[src/rtl/store_aligner.sv]
// store_aligner: lane-shifts store data, builds byte write-enables and sequences memory write beats.
// Build option MISALIGNED_SPLIT_EN: word-crossing stores run as two beats instead of being rejected.
module store_aligner (
  input  logic        clk,
  input  logic        rst,
  input  logic        st_valid,
  output logic        st_ready,
  input  logic [31:0] st_addr,
  input  logic [31:0] st_data,
  input  logic [1:0]  st_sel,
  output logic        mem_valid,
  input  logic        mem_ready,
  output logic [31:0] mem_addr,
  output logic [31:0] mem_wdata,
  output logic [3:0]  mem_we,
  output logic        st_done,
  output logic        st_err
);

  // Handshakes: a transfer happens on a rising edge where valid and ready are both 1.
  // Once mem_valid rises, mem_addr/mem_wdata/mem_we stay constant until the edge with mem_ready=1.
  typedef enum logic [1:0] {
    S_IDLE  = 2'd0,
    S_BEAT0 = 2'd1,
    S_BEAT1 = 2'd2,
    S_ERR   = 2'd3
  } state_e;

`ifdef MISALIGNED_SPLIT_EN
  localparam bit SplitEn = 1'b1;
`else
  localparam bit SplitEn = 1'b0;
`endif

  function automatic logic [3:0] width_mask(input logic [1:0] sel);
    case (sel)
      2'b00:   width_mask = 4'b1111;
      2'b01:   width_mask = 4'b0011;
      2'b10:   width_mask = 4'b0001;
      default: width_mask = 4'b0000;
    endcase
  endfunction

  function automatic logic [31:0] lane_fill(input logic [3:0] m);
    lane_fill = {{8{m[3]}}, {8{m[2]}}, {8{m[1]}}, {8{m[0]}}};
  endfunction

  // Last byte lane touched is off + bytes - 1; reaching lane 4 or beyond means the next word.
  function automatic logic crosses(input logic [1:0] off, input logic [1:0] sel);
    logic [2:0] last;
    case (sel)
      2'b00:   last = {1'b0, off} + 3'd3;
      2'b01:   last = {1'b0, off} + 3'd1;
      default: last = {1'b0, off};
    endcase
    crosses = last[2];
  endfunction

  function automatic logic [3:0] lo_we(input logic [3:0] m, input logic [1:0] off);
    logic [7:0] t;
    t     = {4'b0000, m} << off;
    lo_we = t[3:0];
  endfunction

  function automatic logic [31:0] lo_data(input logic [31:0] d, input logic [1:0] off);
    lo_data = d << {off, 3'b000};
  endfunction

`ifdef MISALIGNED_SPLIT_EN
  function automatic logic [3:0] hi_we(input logic [3:0] m, input logic [1:0] off);
    logic [2:0] rem;
    rem   = 3'd4 - {1'b0, off};
    hi_we = m >> rem;
  endfunction

  function automatic logic [31:0] hi_data(input logic [31:0] d, input logic [1:0] off);
    logic [2:0] rem;
    rem     = 3'd4 - {1'b0, off};
    hi_data = d >> {rem, 3'b000};
  endfunction
`endif

  state_e      state_q, state_d;
  logic        st_ready_q, st_ready_d;
  logic        mem_valid_q, mem_valid_d;
  logic [31:0] mem_addr_q, mem_addr_d;
  logic [31:0] mem_wdata_q, mem_wdata_d;
  logic [3:0]  mem_we_q, mem_we_d;
  logic        st_done_q, st_done_d;
  logic        st_err_q, st_err_d;

`ifdef MISALIGNED_SPLIT_EN
  logic [31:0] addr_q, addr_d;
  logic [31:0] data_q, data_d;
  logic [3:0]  mask_q, mask_d;
  logic        cross_q, cross_d;
`endif

  logic [3:0]  req_mask;
  logic [31:0] req_data;
  logic [1:0]  req_off;
  logic        req_cross;
  logic        req_err;

  // Upper bits of rs2 beyond the store width never reach the bus.
  always_comb begin
    req_off   = st_addr[1:0];
    req_mask  = width_mask(st_sel);
    req_data  = st_data & lane_fill(req_mask);
    req_cross = crosses(req_off, st_sel);
    req_err   = (st_sel == 2'b11) || (req_cross && !SplitEn);
  end

  always_comb begin
    state_d     = state_q;
    st_ready_d  = 1'b0;
    mem_valid_d = mem_valid_q;
    mem_addr_d  = mem_addr_q;
    mem_wdata_d = mem_wdata_q;
    mem_we_d    = mem_we_q;
    st_done_d   = 1'b0;
    st_err_d    = 1'b0;
`ifdef MISALIGNED_SPLIT_EN
    addr_d      = addr_q;
    data_d      = data_q;
    mask_d      = mask_q;
    cross_d     = cross_q;
`endif

    case (state_q)
      S_IDLE: begin
        st_ready_d = 1'b1;
        if (st_valid && st_ready_q) begin
          st_ready_d = 1'b0;
          if (req_err) begin
            state_d  = S_ERR;
            st_err_d = 1'b1;
          end else begin
            state_d     = S_BEAT0;
            mem_valid_d = 1'b1;
            mem_addr_d  = {st_addr[31:2], 2'b00};
            mem_wdata_d = lo_data(req_data, req_off);
            mem_we_d    = lo_we(req_mask, req_off);
`ifdef MISALIGNED_SPLIT_EN
            addr_d      = st_addr;
            data_d      = req_data;
            mask_d      = req_mask;
            cross_d     = req_cross;
`endif
          end
        end
      end

      S_BEAT0: begin
        if (mem_ready) begin
`ifdef MISALIGNED_SPLIT_EN
          if (cross_q) begin
            state_d     = S_BEAT1;
            mem_addr_d  = {addr_q[31:2] + 30'd1, 2'b00};
            mem_wdata_d = hi_data(data_q, addr_q[1:0]);
            mem_we_d    = hi_we(mask_q, addr_q[1:0]);
          end else begin
            state_d     = S_IDLE;
            st_ready_d  = 1'b1;
            st_done_d   = 1'b1;
            mem_valid_d = 1'b0;
            mem_addr_d  = '0;
            mem_wdata_d = '0;
            mem_we_d    = '0;
          end
`else
          state_d     = S_IDLE;
          st_ready_d  = 1'b1;
          st_done_d   = 1'b1;
          mem_valid_d = 1'b0;
          mem_addr_d  = '0;
          mem_wdata_d = '0;
          mem_we_d    = '0;
`endif
        end
      end

`ifdef MISALIGNED_SPLIT_EN
      S_BEAT1: begin
        if (mem_ready) begin
          state_d     = S_IDLE;
          st_ready_d  = 1'b1;
          st_done_d   = 1'b1;
          mem_valid_d = 1'b0;
          mem_addr_d  = '0;
          mem_wdata_d = '0;
          mem_we_d    = '0;
        end
      end
`endif

      S_ERR: begin
        state_d    = S_IDLE;
        st_ready_d = 1'b1;
      end

      default: begin
        state_d     = S_IDLE;
        st_ready_d  = 1'b1;
        mem_valid_d = 1'b0;
        mem_addr_d  = '0;
        mem_wdata_d = '0;
        mem_we_d    = '0;
      end
    endcase
  end

  always_ff @(posedge clk) begin
    if (rst) begin
      state_q     <= S_IDLE;
      st_ready_q  <= 1'b0;
      mem_valid_q <= 1'b0;
      mem_addr_q  <= '0;
      mem_wdata_q <= '0;
      mem_we_q    <= '0;
      st_done_q   <= 1'b0;
      st_err_q    <= 1'b0;
    end else begin
      state_q     <= state_d;
      st_ready_q  <= st_ready_d;
      mem_valid_q <= mem_valid_d;
      mem_addr_q  <= mem_addr_d;
      mem_wdata_q <= mem_wdata_d;
      mem_we_q    <= mem_we_d;
      st_done_q   <= st_done_d;
      st_err_q    <= st_err_d;
    end
  end

`ifdef MISALIGNED_SPLIT_EN
  always_ff @(posedge clk) begin
    if (rst) begin
      addr_q  <= '0;
      data_q  <= '0;
      mask_q  <= '0;
      cross_q <= 1'b0;
    end else begin
      addr_q  <= addr_d;
      data_q  <= data_d;
      mask_q  <= mask_d;
      cross_q <= cross_d;
    end
  end
`endif

  assign st_ready  = st_ready_q;
  assign mem_valid = mem_valid_q;
  assign mem_addr  = mem_addr_q;
  assign mem_wdata = mem_wdata_q;
  assign mem_we    = mem_we_q;
  assign st_done   = st_done_q;
  assign st_err    = st_err_q;

endmodule

[config.mk]
export PLATFORM = sky130hd
export DESIGN_NAME = store_aligner
export DESIGN_NICKNAME = d
export VERILOG_FILES = /design/src/rtl/store_aligner.sv
export SDC_FILE = /design/constraint.sdc
export NUM_CORES = 1
export LEC_CHECK = 0
export ABC_AREA = 1
export ABC_CLOCK_PERIOD_IN_PS = 1900
export BUFFER_PORTS_ARGS = -buffer_cell sky130_fd_sc_hd__buf_4
export CORE_MARGIN = 2
export CORE_UTILIZATION = 36
export DETAILED_ROUTE_END_ITERATION = 10
export PLACE_DENSITY = 0.68
export SYNTH_ARGS = -nofsm -noshare
export SYNTH_HDL_FRONTEND = slang
export SYNTH_SLANG_ARGS = --single-unit
[constraint.sdc]
create_clock -name clk -period 1.9 [get_ports clk]
set_clock_uncertainty 0.05 [all_clocks]
set_input_delay 0.19 -clock clk [delete_from_list [all_inputs] [get_ports clk]]
set_output_delay 0.19 -clock clk [all_outputs]
set_load 0.02 [all_outputs]
==> results of run 1 <==
==> worst paths after layout <==
path,endpoint,from
worst max-delay path,mem_addr[5]$_SDFFE_PP0P_,state_q[0]$_SDFFE_PP0P_
worst min-delay path,mem_addr[23]$_SDFFE_PP0P_,st_addr[23]
worst min register to register,mem_wdata[14]$_SDFFE_PP0P_,mem_wdata[14]$_SDFFE_PP0P_
worst max register to register,mem_addr[5]$_SDFFE_PP0P_,state_q[0]$_SDFFE_PP0P_
==> flip-flops by register name, indices dropped and copies added, names as in the netlist <==
signal / cells
st_err: 1
st_ready: 1
mem_valid: 1
mem_wdata: 32
mem_addr: 30
state_q: 2
mem_we: 4
st_done: 1
==> where the power goes <==
part / leakage (nW) / total (mW) / switching [mW] / internal, mW
clock network: 0.0929 / 1.20 / 0.587 / 0.611
registers: 0.585 / 1.67 / 0.0589 / 1.61
logic: 1.59 / 1.11 / 0.674 / 0.435
total: 2.27 / 3.97 / 1.32 / 2.65
==> final cells by class <==
class / count / area, um2
well taps: 133 / 166
inverters: 24 / 90.1
repair buffers: 159 / 1220
fillers: 996 / 4800
flip-flops and latches: 72 / 1440
clock inverters: 6 / 67.6
clock buffers: 10 / 128
multi-input cells: 416 / 1860
==> metrics by stage <==
| stage | hold slack, ns | setup slack, ns |
|---|---|---|
| after global placement | 0.403 | 0.213 |
| final | 0.0655 | 0.288 |
| after global routing | 0.0599 | 0.0914 |
| after CTS | 0.0527 | 0.271 |
| after detailed placement | 0.407 | 0.127 |
| after floorplan | 0.311 | 0.268 |
==> per-layer routing <==
metal | vias to the layer above | track usage (%)
met5 | - | 0
met4 | 0 | 5.50
met3 | 10 | 3.81
met2 | 107 | 35.3
met1 | 1824 | 24.9
li1 | 2062 | -
==> cells by family (layout without fill, tap and decap cells) <==
kind of cell | count (synthesis) | count (layout) | share of synthesized area, %
adders and majority gates | 1 | 1 | 0.344
DFF | 72 | 72 | 39.6
AOI/OAI and AO/OA | 67 | 67 | 9.56
other | 1 | 2 | 0.103
and+or+nand+nor | 346 | 346 | 41.0
buffers and inverters | 71 | 199 | 9.42
==> worst register-to-register path, stage by stage, from the launching register on <==
cell     delay, ns
dfxtp_1       0.36
nor2_4        0.22
nand2_2       0.10
nand2_1       0.10
nor2_2        0.06
nand2_2       0.11
buf_4         0.30
nand2_1       0.10
a21oi_1       0.16
==> cells in the final DEF (no fill, tap or decap), drive strengths merged <==
cell type,count
a21oi,63
clkinv,3
buf,159
a31oi,1
inv,24
nand2,186
conb,2
clkinvlp,2
nor2,65
bufinv,1
o21ai,3
nand3,52
ha,1
dfxtp,72
clkbuf,10
nor3,9
nand4,34
==> metrics, run 1 <==
count leader, synth nand2_1; core area 9770 um2; cells along the critical path nor2_4 -> nand2_2 -> nand2_1 -> nor2_2 -> nand2_2 -> buf_4 -> nand2_1 -> a21oi_1; All-Layer GR Usage 20.1%; hold path depth 3; Finish-stage setup viols 0; first-pass GRT wire length 18000 um; Worst Hold Class input pin to flop; data required time at the worst endpoint 2.12 ns; Pins Over Slew Limit 0; Primary FF master, synth dfxtp_1; EDFF count, synth 0; status finished, final reports clean; Yosys cell types 25; register bit total from synthesis 72; worst-skew pair later-pin latency 0.33 ns; reg2reg path depth 8; Cells after Synth 558; PortBufs 139; Clock Tree Buf Depth 2; vias per inst 4.88; relative slew slack 52.1%; Die ar. 10900 um2; # Max-Cap Violations 0; die width 105 um; DR WL/cell 13.5 um; Synth async-reset ratio 0%; routed wire length 11100 um; top cells by count, synth 182 x nand2_1, 72 x dfxtp_1, 63 x nor2_1; io pins 142; Fin. Hold Viols 0; crit path max fanout 27; WL met3 527 um; synth warn 0; Area Growth Syn to Fin 36.6%; ANT nets after route 0; post-route setup TNS 0 ns; Num CTS Buffers 9; highest routed layer met4; DP HPWL 8070 um; post-synth top area cell dfxtp_1; Power Density 800 nW/um2; crit-path max cell delay 0.36 ns; Levels on crit path 8; Worst VDD drop 497 uV; Post-Route M1 WL 4850 um; Reg clk slew, reported paths 0.09 ns; Initial Util 37.2%; Post-Layout Cell Count 820; total gr overflow 0; synthesized area 3640 um2; DR vias 4003; cts repair resizes 0; Final Instance Area 4970 um2; RSZ-0062 raised after global routing false; P_leak 2.27 nW; Final GP Congestion 0.900; Setup Buffers After CTS 0; Yosys top cell area share 39.6%; drt pass-1 iters 4; die height 105 um; register area share after synthesis 39.6%; met2 wire len 5600 um; Final Critical Period 1.61 ns; largest net degree at the start of global routing 73; Crit Path Class flop to flop; initial antenna violation count 0; htree depth 3; Post-Route Utilization 50.8%; CTS Root Cell clkbuf_8; DR iter-0 viols 209; Placed Area 4770 um2; layout cells sized above 1 26.9%; Max Freq 620 MHz; Largest delay share family, worst path simple AND/OR/NAND/NOR gates; # diodes 0; worst slew pin tran 0.719 ns; hold buffers post-CTS 0; vias in the first global route 3788; r2r setup slk 0.29 ns; Crit path buffers/inverters 1; clock sinks 72; fin crit share 84.8%; Inst Count DP 804; Final Power 3.97 mW; Worst Setup End Kind flop; mean area per synthesized cell 6.52 um2; Setup crit start kind flop; TritonCTS clock tree done; Arr. time, crit path 1.83 ns; fin nets 753; detailed-route DRC error count 0; Slowest-stage cell, CP dfxtp_1; num rows 36; dominant cells by area after synthesis dfxtp_1 40%, nand2_1 19%, a21oi_1 8.5%
Note: power is estimated with default switching activity, not from simulation.
==> run 2, diff against run 1 <==
- ABC_AREA: 1 -> 0
- ABC_CLOCK_PERIOD_IN_PS: 1900 -> 1500
- PLACE_DENSITY: 0.68 -> 0.71
- clock period: 1.9 -> 1.5 ns (I/O delays scaled with it)
==> run 2 against run 1 <==
  * The run now ends with negative setup slack left
  * Critical endpoint is now mem_wdata[13]$_SDFFE_PP0P_
  * Critical path depth up 1
  * Hold slack worse by 0.048 ns
  * Global-route usage grew 2.1 points
  * Final area is 0.33% lower
  * Die area down 20%
  * Synthesized cell count shrank 51%
  * Routed wire length shrank 14%
  * Synthesized area is 20% lower
  * Critical path type is now input pin to flop
==> metrics, run 2 <==
worst slew pin tran 1.06 ns; fin crit share 111%; core area 7770 um2; # Max-Cap Violations 0; DP HPWL 6480 um; P_leak 2.26 nW; initial antenna violation count 0; register area share after synthesis 49.7%; RSZ-0062 raised after global routing true; total gr overflow 0; TritonCTS clock tree done; commonest cells after routing, fill and taps aside 170 x buf_4, 71 x dfxtp_1, 56 x a22o_1, 33 x dlygate4sd3_1, 17 x mux2i_1; Largest delay share family, worst path compound AO/OA/AOI/OAI gates; top cells by count, synth 72 x dfxtp_1, 56 x a22o_1, 17 x mux2i_1; Worst Hold Class input pin to flop; Initial Util 37.4%; Primary FF master, synth dfxtp_1; worst-skew pair later-pin latency 0.34 ns; multi-input combinational cell area 1430 um2; Crit path buffers/inverters 3; Fin. Hold Viols 0; crit path max fanout 34; first-pass GRT wire length 15400 um; Worst Setup Slack, final -0.165 ns; DR WL/cell 16.6 um; vias per inst 5.20; drt pass-1 iters 4; Power Density 906 nW/um2; layout cells sized above 1 43.9%; synthesized area 2900 um2; Num CTS Buffers 9; vias in the first global route 3098; status complete, but fails checks; max FFs per register 32; PortBufs 139; cell repeated most along the worst path buf_6; Slowest-stage cell, CP a211o_1; cells along the critical path buf_6 -> nand2b_4 -> ha_4 -> a211o_1 -> buf_6 -> a211oi_4 -> a311oi_4 -> buf_12 -> a22o_1; htree depth 3; io pins 142; post-synth top area cell dfxtp_1; dominant cells by area after synthesis dfxtp_1 50%, a22o_1 17%, mux2i_1 5.9%; DR vias 2996; Max Freq 600 MHz; Worst Setup End Kind flop; # diodes 0; Worst VDD drop 467 uV; Yosys cell types 36; Final Critical Period 1.67 ns; Final GP Congestion 0.832; data required time at the worst endpoint 1.68 ns; Reg clk slew, reported paths 0.08 ns; Final Power 4.49 mW; All-Layer GR Usage 22.1%; register area 1440 um2; Clock Tree Buf Depth 2; DR iter-0 viols 130; Cells after Synth 273; largest net degree at the start of global routing 35; Setup crit start kind input pin; Post-Route Utilization 63.8%; die height 93.8 um; relative slew slack 28.8%; count leader, synth dfxtp_1; Finish-stage setup viols 67; mean area per synthesized cell 10.6 um2; num rows 32; EDFF count, synth 0; fillers 633; synth warn 0; post-route setup TNS -8.60 ns; crit-path max cell delay 0.30 ns; die width 93.8 um; ANT nets after route 0; Area Growth Syn to Fin 70.7%; Crit Path Class input pin to flop; Pins Over Slew Limit 0; failing checks negative setup slack; CTS Root Cell clkbuf_8; Arr. time, crit path 1.85 ns; register bit total from synthesis 72; fin nets 541; Yosys top cell area share 49.7%; routed wire length 9570 um; Synth async-reset ratio 0%; Die ar. 8790 um2; clock sinks 72; commonest non-fill, non-tap cell in the layout buf_4; detailed-route DRC error count 0; WHS 0.0177 ns
run 2: cell types whose count changed after synthesis, sizes merged, moves of 15 or more:
cell and change:
o2bb2ai +16, nand3 -52, nor2 -53, inv -19
nand4 -34, nand2 -175, a22o +56, a21oi -60
buf -15, mux2i +17
run 2: through the flow:
step / setup slack [ns] / cells / instance area, um2
floorplan: -0.772 / 274 / 2990
global placement: -0.524 / 524 / 4300
detailed placement: -0.586 / 524 / 4300
CTS: -0.140 / 575 / 4950
global route: -0.219 / 576 / 4950
finish: -0.165 / 576 / 4950
run 2: logic make-up after synthesis:
family                   after synthesis  share of synthesized area (%)
AO/OA/AOI/OAI                        114                           32.7
buffers and inverters                 30                           4.74
multiplexers                          17                           5.86
flip-flops                            72                           49.7
other                                  1                          0.129
AND/OR/NAND/NOR                       38                           6.47
adder cells (fa/ha/maj)                1                          0.431
run 2: cell type report:
cell class	count	area share [%]
multi-input cells	172	28.8
repair buffers	211	34.8
clock inverters	5	1.64
inverters	4	0.303
clock buffers	10	2.78
well taps	102	2.58
flip-flops and latches	72	29.1
run 2: worst paths after layout:
check | start | endpoint | slack [ns] | depth (start not counted)
worst max-delay path | st_sel[1] | mem_wdata[13]$_SDFFE_PP0P_ | -0.17 | 9
worst min-delay path | rst | st_ready$_SDFF_PP0_ | 0.02 | 3
worst max register to register | state_q[1]$_SDFFE_PP0P_ | mem_addr[23]$_SDFFE_PP0P_ | -0.09 | 6
worst min register to register | mem_we[0]$_SDFFE_PP0P_ | mem_we[0]$_SDFFE_PP0P_ | 0.42 | 1
run 2: per-layer routing:
metal | track usage [%] | wire, um | vias to the layer above | part of all wire (%)
li1 | - | - | 1443 | -
met1 | 27.8 | 4160 | 1422 | 43
met2 | 37.5 | 4580 | 116 | 48
met3 | 4.90 | 678 | 15 | 7.1
met4 | 7.37 | 150 | 0 | 1.6
met5 | 0 | 0 | - | 0
run 2: repair_timing:
| item | in CTS | in global routing |
|---|---|---|
| endpoints found under the hold margin | 33 | 0 |
| pin swaps | 9 | 1 |
| setup endpoints to repair | 67 | 67 |
| cloned | 1 | 0 |
| hold buffers | 33 | 0 |
| gates resized for setup | 15 | 0 |
| setup buffers | 2 | 1 |
run 2: worst min-delay path, stage by stage:
cell     delay [ns]
buf_4          0.08
buf_4          0.10
a21oi_1        0.03
run 2: power breakdown:
part	leakage, nW	internal [mW]	total [mW]	switching, mW
sequential	0.583	1.96	1.99	0.0292
clock	0.108	0.973	1.71	0.736
combinational	1.57	0.425	0.795	0.371
total	2.26	3.35	4.49	1.14
